<file path="config.mk">
export PLATFORM = sky130hd
export DESIGN_NAME = branch_resolve_unit
export DESIGN_NICKNAME = d
export VERILOG_FILES = /design/src/rtl/branch_resolve_unit.sv
export SDC_FILE = /design/constraint.sdc
export NUM_CORES = 1
export LEC_CHECK = 0
export BUFFER_PORTS_ARGS = -buffer_cell sky130_fd_sc_hd__buf_2
export CAP_MARGIN = 40
export CORE_MARGIN = 2
export CORE_UTILIZATION = 56
export DETAILED_ROUTE_END_ITERATION = 10
export PLACE_DENSITY_LB_ADDON = 0.25
export SYNTH_ARGS = -nofsm -noshare
export SYNTH_HDL_FRONTEND = slang
export SYNTH_SLANG_ARGS = --single-unit
</file>
<file path="constraint.sdc">
create_clock -name clk -period 5.75 [get_ports clk]
set_clock_uncertainty 0.05 [all_clocks]
set_input_delay 0.575 -clock clk [delete_from_list [all_inputs] [get_ports clk]]
set_output_delay 0.575 -clock clk [all_outputs]
set_load 0.01 [all_outputs]
</file>
<file path="src/rtl/branch_resolve_unit.sv">
// Branch/jump resolve stage.
//   Issue (cycle N) -> E1 register (N+1) -> registered outputs (N+2).
//   E1 evaluates condition, target and link (PC+4), and compares the outcome
//   against the fetch-time prediction. The outputs are the link writeback,
//   the predictor update, and a mispredict flush/redirect held FLUSH_HOLD cycles.
// Ports:
//   clk, reset              clock, synchronous active-high reset
//   issue_valid, RS_BR_*    issue port from the branch reservation station
//   immediate_BR, Operand*  offset and source operands
//   PC_BR                   instruction PC
//   BR_result*              link writeback (JAL/JALR with a non-zero destination)
//   BR_inst_num             program-order tag of the instruction resolved this cycle
//   BPU_update_*            predictor update (one strobe per resolved instruction)
//   BR_mispredict           flush request to fetch/rename
//   BR_redirect_PC          correct next PC, stable while BR_mispredict is high
module branch_resolve_unit #(
  parameter int unsigned XLEN       = 32,
  parameter int unsigned PHY_W      = 8,
  parameter int unsigned FLUSH_HOLD = 2
) (
  input  logic             clk,
  input  logic             reset,
  input  logic             issue_valid,
  input  logic             RS_BR_Branch,
  input  logic             RS_BR_Jump,
  input  logic             RS_BR_Jalr,
  input  logic             RS_BR_Hit,
  input  logic             RS_BR_taken,
  input  logic [PHY_W-1:0] RS_BR_Phy,
  input  logic [31:0]      RS_BR_inst_num_output,
  input  logic [2:0]       RS_BR_funct3,
  input  logic [XLEN-1:0]  immediate_BR,
  input  logic [XLEN-1:0]  Operand1_BR,
  input  logic [XLEN-1:0]  Operand2_BR,
  input  logic [XLEN-1:0]  PC_BR,
  output logic [XLEN-1:0]  BR_result,
  output logic [PHY_W-1:0] BR_result_dest,
  output logic             BR_result_valid,
  output logic [31:0]      BR_inst_num,
  output logic             BPU_update_valid,
  output logic [XLEN-1:0]  BPU_update_PC,
  output logic             BPU_update_taken,
  output logic [XLEN-1:0]  BPU_update_target,
  output logic             BR_mispredict,
  output logic [XLEN-1:0]  BR_redirect_PC
);

  localparam int unsigned TAG_W = 32;
  localparam int unsigned CNT_W = (FLUSH_HOLD < 2) ? 1 : $clog2(FLUSH_HOLD + 1);

  typedef struct packed {
    logic             branch;
    logic             jump;
    logic             jalr;
    logic             hit;
    logic             pred_taken;
    logic [PHY_W-1:0] phy;
    logic [TAG_W-1:0] tag;
    logic [2:0]       funct3;
    logic [XLEN-1:0]  imm;
    logic [XLEN-1:0]  op1;
    logic [XLEN-1:0]  op2;
    logic [XLEN-1:0]  pc;
  } br_op_t;

  typedef enum logic [0:0] {
    IDLE  = 1'b0,
    FLUSH = 1'b1
  } state_t;

  state_t           state;
  state_t           state_next;
  logic [CNT_W-1:0] hold_cnt;
  logic [CNT_W-1:0] hold_cnt_next;
  logic [TAG_W-1:0] flush_tag;

  br_op_t           issue_op;
  br_op_t           e1_op;
  logic             e1_valid;

  logic             flushing;
  logic             e1_live_c;
  logic             cond_c;
  logic             taken_c;
  logic             mp_c;
  logic [XLEN-1:0]  target_c;
  logic [XLEN-1:0]  link_c;
  logic [XLEN-1:0]  redirect_c;
  logic             kill_en_c;
  logic [TAG_W-1:0] kill_tag_c;
  logic             accept_c;

  logic             mispredict_d;
  logic [XLEN-1:0]  redirect_d;
  logic [TAG_W-1:0] flush_tag_d;

  // Pack the issue port into one payload for the E1 register.
  always_comb begin
    issue_op            = '0;
    issue_op.branch     = RS_BR_Branch;
    issue_op.jump       = RS_BR_Jump;
    issue_op.jalr       = RS_BR_Jalr;
    issue_op.hit        = RS_BR_Hit;
    issue_op.pred_taken = RS_BR_taken;
    issue_op.phy        = RS_BR_Phy;
    issue_op.tag        = RS_BR_inst_num_output;
    issue_op.funct3     = RS_BR_funct3;
    issue_op.imm        = immediate_BR;
    issue_op.op1        = Operand1_BR;
    issue_op.op2        = Operand2_BR;
    issue_op.pc         = PC_BR;
  end

  // E1 evaluation: condition, direction, target, link and prediction check.
  always_comb begin
    flushing  = (state == FLUSH);
    // Anything younger than the active flush tag is wrong-path.
    e1_live_c = e1_valid & ~(flushing & (e1_op.tag > flush_tag));

    cond_c = 1'b0;
    case (e1_op.funct3)
      3'b000:  cond_c = (e1_op.op1 == e1_op.op2);
      3'b001:  cond_c = (e1_op.op1 != e1_op.op2);
      3'b100:  cond_c = ($signed(e1_op.op1) <  $signed(e1_op.op2));
      3'b101:  cond_c = ($signed(e1_op.op1) >= $signed(e1_op.op2));
      3'b110:  cond_c = (e1_op.op1 <  e1_op.op2);
      3'b111:  cond_c = (e1_op.op1 >= e1_op.op2);
      default: cond_c = 1'b0;
    endcase

    taken_c = e1_op.jump | (e1_op.branch & cond_c);

    if (e1_op.jump && e1_op.jalr) begin
      target_c = (e1_op.op1 + e1_op.imm) & ~XLEN'(1);
    end else begin
      target_c = e1_op.pc + e1_op.imm;
    end

    link_c     = e1_op.pc + XLEN'(4);
    redirect_c = taken_c ? target_c : link_c;
    mp_c       = e1_live_c & (taken_c != (e1_op.hit & e1_op.pred_taken));
  end

  // Issue filter: a same-cycle mispredict supplies the kill tag, otherwise
  // the latched flush tag applies while flushing.
  always_comb begin
    kill_en_c  = mp_c | flushing;
    kill_tag_c = mp_c ? e1_op.tag : flush_tag;
    accept_c   = issue_valid & (RS_BR_Branch | RS_BR_Jump) &
                 ~(kill_en_c & (RS_BR_inst_num_output > kill_tag_c));
  end

  // E1 pipeline register.
  always_ff @(posedge clk) begin
    if (reset) begin
      e1_valid <= 1'b0;
      e1_op    <= '0;
    end else begin
      e1_valid <= accept_c;
      if (accept_c) begin
        e1_op <= issue_op;
      end
    end
  end

  // FSM state register.
  always_ff @(posedge clk) begin
    if (reset) begin
      state    <= IDLE;
      hold_cnt <= '0;
    end else begin
      state    <= state_next;
      hold_cnt <= hold_cnt_next;
    end
  end

  // FSM next state; a mispredict while flushing is always older and reloads the hold.
  always_comb begin
    state_next    = state;
    hold_cnt_next = hold_cnt;
    case (state)
      IDLE: begin
        if (mp_c) begin
          state_next    = FLUSH;
          hold_cnt_next = CNT_W'(FLUSH_HOLD);
        end
      end
      FLUSH: begin
        if (mp_c) begin
          hold_cnt_next = CNT_W'(FLUSH_HOLD);
        end else if (hold_cnt <= CNT_W'(1)) begin
          state_next    = IDLE;
          hold_cnt_next = '0;
        end else begin
          hold_cnt_next = hold_cnt - CNT_W'(1);
        end
      end
      default: begin
        state_next    = IDLE;
        hold_cnt_next = '0;
      end
    endcase
  end

  // FSM outputs: flush flag, redirect and flush tag for the next cycle.
  always_comb begin
    mispredict_d = (state_next == FLUSH);
    redirect_d   = BR_redirect_PC;
    flush_tag_d  = flush_tag;
    if (mp_c) begin
      redirect_d  = redirect_c;
      flush_tag_d = e1_op.tag;
    end
  end

  // Output registers: strobes for one cycle, data held until the next resolve.
  always_ff @(posedge clk) begin
    if (reset) begin
      BR_result         <= '0;
      BR_result_dest    <= '0;
      BR_result_valid   <= 1'b0;
      BR_inst_num       <= '0;
      BPU_update_valid  <= 1'b0;
      BPU_update_PC     <= '0;
      BPU_update_taken  <= 1'b0;
      BPU_update_target <= '0;
      BR_mispredict     <= 1'b0;
      BR_redirect_PC    <= '0;
      flush_tag         <= '0;
    end else begin
      BR_result_valid  <= e1_live_c & e1_op.jump & (e1_op.phy != '0);
      BPU_update_valid <= e1_live_c;
      BR_mispredict    <= mispredict_d;
      BR_redirect_PC   <= redirect_d;
      flush_tag        <= flush_tag_d;
      if (e1_live_c) begin
        BR_result         <= link_c;
        BR_result_dest    <= e1_op.phy;
        BR_inst_num       <= e1_op.tag;
        BPU_update_PC     <= e1_op.pc;
        BPU_update_taken  <= taken_c;
        BPU_update_target <= target_c;
      end
    end
  end

endmodule

</file>
==> results.sh <==
export IMPL_outcome="complete, but fails checks"
export IMPL_violations="negative setup slack"
export IMPL_cts_max_level=2
export IMPL_dp_slack_ps=-337
export IMPL_ys_warn_count=0
export IMPL_drive_gt1_frac=0.232
export IMPL_synth_area_mm2=0.0200
export IMPL_fin_ws_ps=-8.42
export IMPL_start_kind="flop"
export IMPL_drtIter0Drc=1178
export IMPL_vias_per_cell=5.73
export IMPL_die_w_um=193
export IMPL_cts_tree="done"
export IMPL_fin_tns_setup_ps=-8.42
export IMPL_cp_common_cell="nand4_1"
export IMPL_grt_pass1_wl_um=90600
export IMPL_ys_ff_latch=381
export IMPL_avgSynthCellArea_um2=9.00
export IMPL_critPathCaptureType="flop"
export IMPL_layout_min_cycle_time_ps=5760
export IMPL_root_buffer="clkbuf_16"
export IMPL_slew_headroom=0.406
export IMPL_timing_rr_start="flush_tag[13]"
export IMPL_final_common_cell="nor2_1"
export IMPL_grt_max_degree=104
export IMPL_crit_path_max_fanout=8
export IMPL_cpMaxStageDelayCell="or4_4"
export IMPL_crit_required_ps=6140
export IMPL_hp_class="in -> reg"
export IMPL_cts_buffers=42
export IMPL_worst_setup_path_type="reg -> reg"
export IMPL_numClockSinks=381
export IMPL_antenna_found_initial=2
export IMPL_fillers=2752
export IMPL_nets=2946
export IMPL_clk_insertion_delay_late_ps=570
export IMPL_vias=17755
export IMPL_placedInstanceArea_mm2=0.0226
export IMPL_yosys_cell_types_count=68
export IMPL_dr_pass1_iters=7
export IMPL_hp_start="PC_BR[22]"
export IMPL_post_dp_hpwl_um=44200
export IMPL_ys_seq_area_frac=0.381
export IMPL_final_cell_mix="nor2_1, dfxtp_1, buf_2"
export IMPL_place_port_buffers=350
export IMPL_gp_congestion=0.948
export IMPL_dieArea_mm2=0.0373
export IMPL_hold_violations=0
export IMPL_track_usage=0.310
export IMPL_drtAntennaViolNets=0
export IMPL_async_reset_ff_frac=0
export IMPL_synth_area_leader_cell="dfxtp_1"
export IMPL_worstSetupStartpoint="flush_tag[13]"
export IMPL_synth_ff_type="dfxtp_1"
export IMPL_rsz0062_at_grt="yes"
export IMPL_critical_path_max_stage_delay_ps=560
export IMPL_synth_top_area_share=0.381
export IMPL_routed_wl_um=61900
export IMPL_max_freq_mhz=174
export IMPL_core_mm2=0.0354
export IMPL_place_inst=2996
export IMPL_clk_pin_slew_ps=60
export IMPL_netlist_instances=2227
export IMPL_initial_core_util=0.566
export IMPL_p_leak_uw=0.0119
export IMPL_overflow=0
export IMPL_detail_route_wl_per_cell_um=20.0
export IMPL_die_h_um=193
export IMPL_critical_path_arrival_ps=6150
export IMPL_synth_edff_count=0
export IMPL_grt_pass1_vias=16951
export IMPL_finalInstanceArea_mm2=0.0250
export IMPL_p_per_area_mw_per_mm2=276
export IMPL_cts_buffer_depth=3
export IMPL_std_cell_rows=69
export IMPL_ir_worst_vdd_mv=0.302
export IMPL_ys_top_cells_by_area="dfxtp_1, mux2i_1, ha_1"
export IMPL_area_growth_pct=24.8
export IMPL_ios=351
export IMPL_setup_violations=1
export IMPL_period_share=1.00
export IMPL_synth_net_count=2566
export IMPL_worstMarginPinSlew_ps=891
export IMPL_max_cap_violations=0
export IMPL_drc_errors=0
export IMPL_slew_viol_final=0
export IMPL_instances_no_fill=3101
==> metal layers <==
layer / share of wire / wire length (um) / vias to the layer above / track usage
met1: 0.42 / 26200 / 8362 / 0.393
met4: 0.050 / 3110 / 0 / 0.141
met3: 0.064 / 3990 / 169 / 0.0529
met2: 0.46 / 28600 / 619 / 0.515
li1: - / - / 8605 / -
met5: 0 / 0 / - / 0
==> cell usage after synthesis (all sizes together) (20+ instances only) <==
cell type	n
nor2	415
dfxtp	381
mux2i	335
ha	158
a21oi	118
nand2	100
inv	94
clkbuf	73
a211oi	67
o21ai	64
buf	39
nand3	39
xnor2	39
xor2	38
nand4	31
a21o	25
nor3	24
a31oi	20
==> metrics by stage <==
step	total power [uW]	hold slack, ps	util
2_1_floorplan	3640	404	-
6_report	6900	191	0.707
3_3_place_gp	4010	394	0.633
3_5_place_dp	4050	397	0.638
5_1_grt	7160	188	0.707
4_1_cts	6800	174	0.678
==> state kept, by name, indices dropped and copies added (netlist names) <==
signal / count
BR_inst_num: 32
BR_result: 32
flush_tag: 32
BR_redirect_PC: 32
BR_result_dest: 8
BR_result_valid: 1
hold_cnt: 2
BPU_update_PC: 30
BPU_update_taken: 1
BPU_update_valid: 1
BR_mispredict: 1
BPU_update_target: 32
e1_valid: 1
e1_op: 176
==> report_power, final <==
| part | switching (uW) | internal [uW] | total (uW) | leakage [uW] |
|---|---|---|---|---|
| Clock | 1100 | 1650 | 2750 | 0.000680 |
| Sequential | 138 | 2770 | 2900 | 0.00312 |
| Combinational | 686 | 559 | 1240 | 0.00806 |
| Total | 1930 | 4970 | 6900 | 0.0119 |
==> worst max-delay path: cells and delay by family, from the launching register on <==
family	cells	cell delay [ps]
adder cells (fa/ha/maj)	2	700
flip-flops	1	350
AO/OA/AOI/OAI	6	1350
multiplexers	2	420
AND/OR/NAND/NOR	9	1650
buffers and inverters	7	1090
==> cells by family (layout without fill, tap and decap cells) <==
family,Yosys count,in the layout,share of synthesized area
buffers and inverters,206,617,0.0461
DFF,381,381,0.381
xor gates and xnor gates,77,77,0.0336
muxes,340,340,0.170
other,0,2,0
and+or+nand+nor,696,696,0.152
AOI/OAI and AO/OA,367,367,0.117
adders and majority gates,160,160,0.101
==> timing repair <==
item                                    4_1_cts  5_1_grt
pin swaps                                     2       29
endpoints found under the setup margin      176      176
setup buffers                                 2       13
hold buffers                                  0        0
resized for setup                             6      114
cloned                                        0       13
==> path summary, 6_finish.rpt <==
| path | cells after the start | end | slack (ps) |
|---|---|---|---|
| worst min-delay path | 3 | e1_op[22] | 190 |
| worst min register to register | 2 | BR_redirect_PC[15] | 410 |
| worst max-delay path | 26 | e1_op[108] | -8 |
| worst max register to register | 26 | e1_op[108] | -8 |
==> area by class of cell <==
| type | count | area [um2] | share of cell area |
|---|---|---|---|
| clock buffer | 62 | 1220 | 0.0487 |
| timing repair buffer | 448 | 3030 | 0.121 |
| inverter | 94 | 353 | 0.0141 |
| clock inverter | 13 | 178 | 0.00710 |
| multi-input combinational | 1640 | 12000 | 0.480 |
| sequential | 381 | 7650 | 0.306 |
| tap | 461 | 577 | 0.0231 |
| antenna | 2 | 5.00 | 0.000200 |
(Power assumes the default switching activity.)
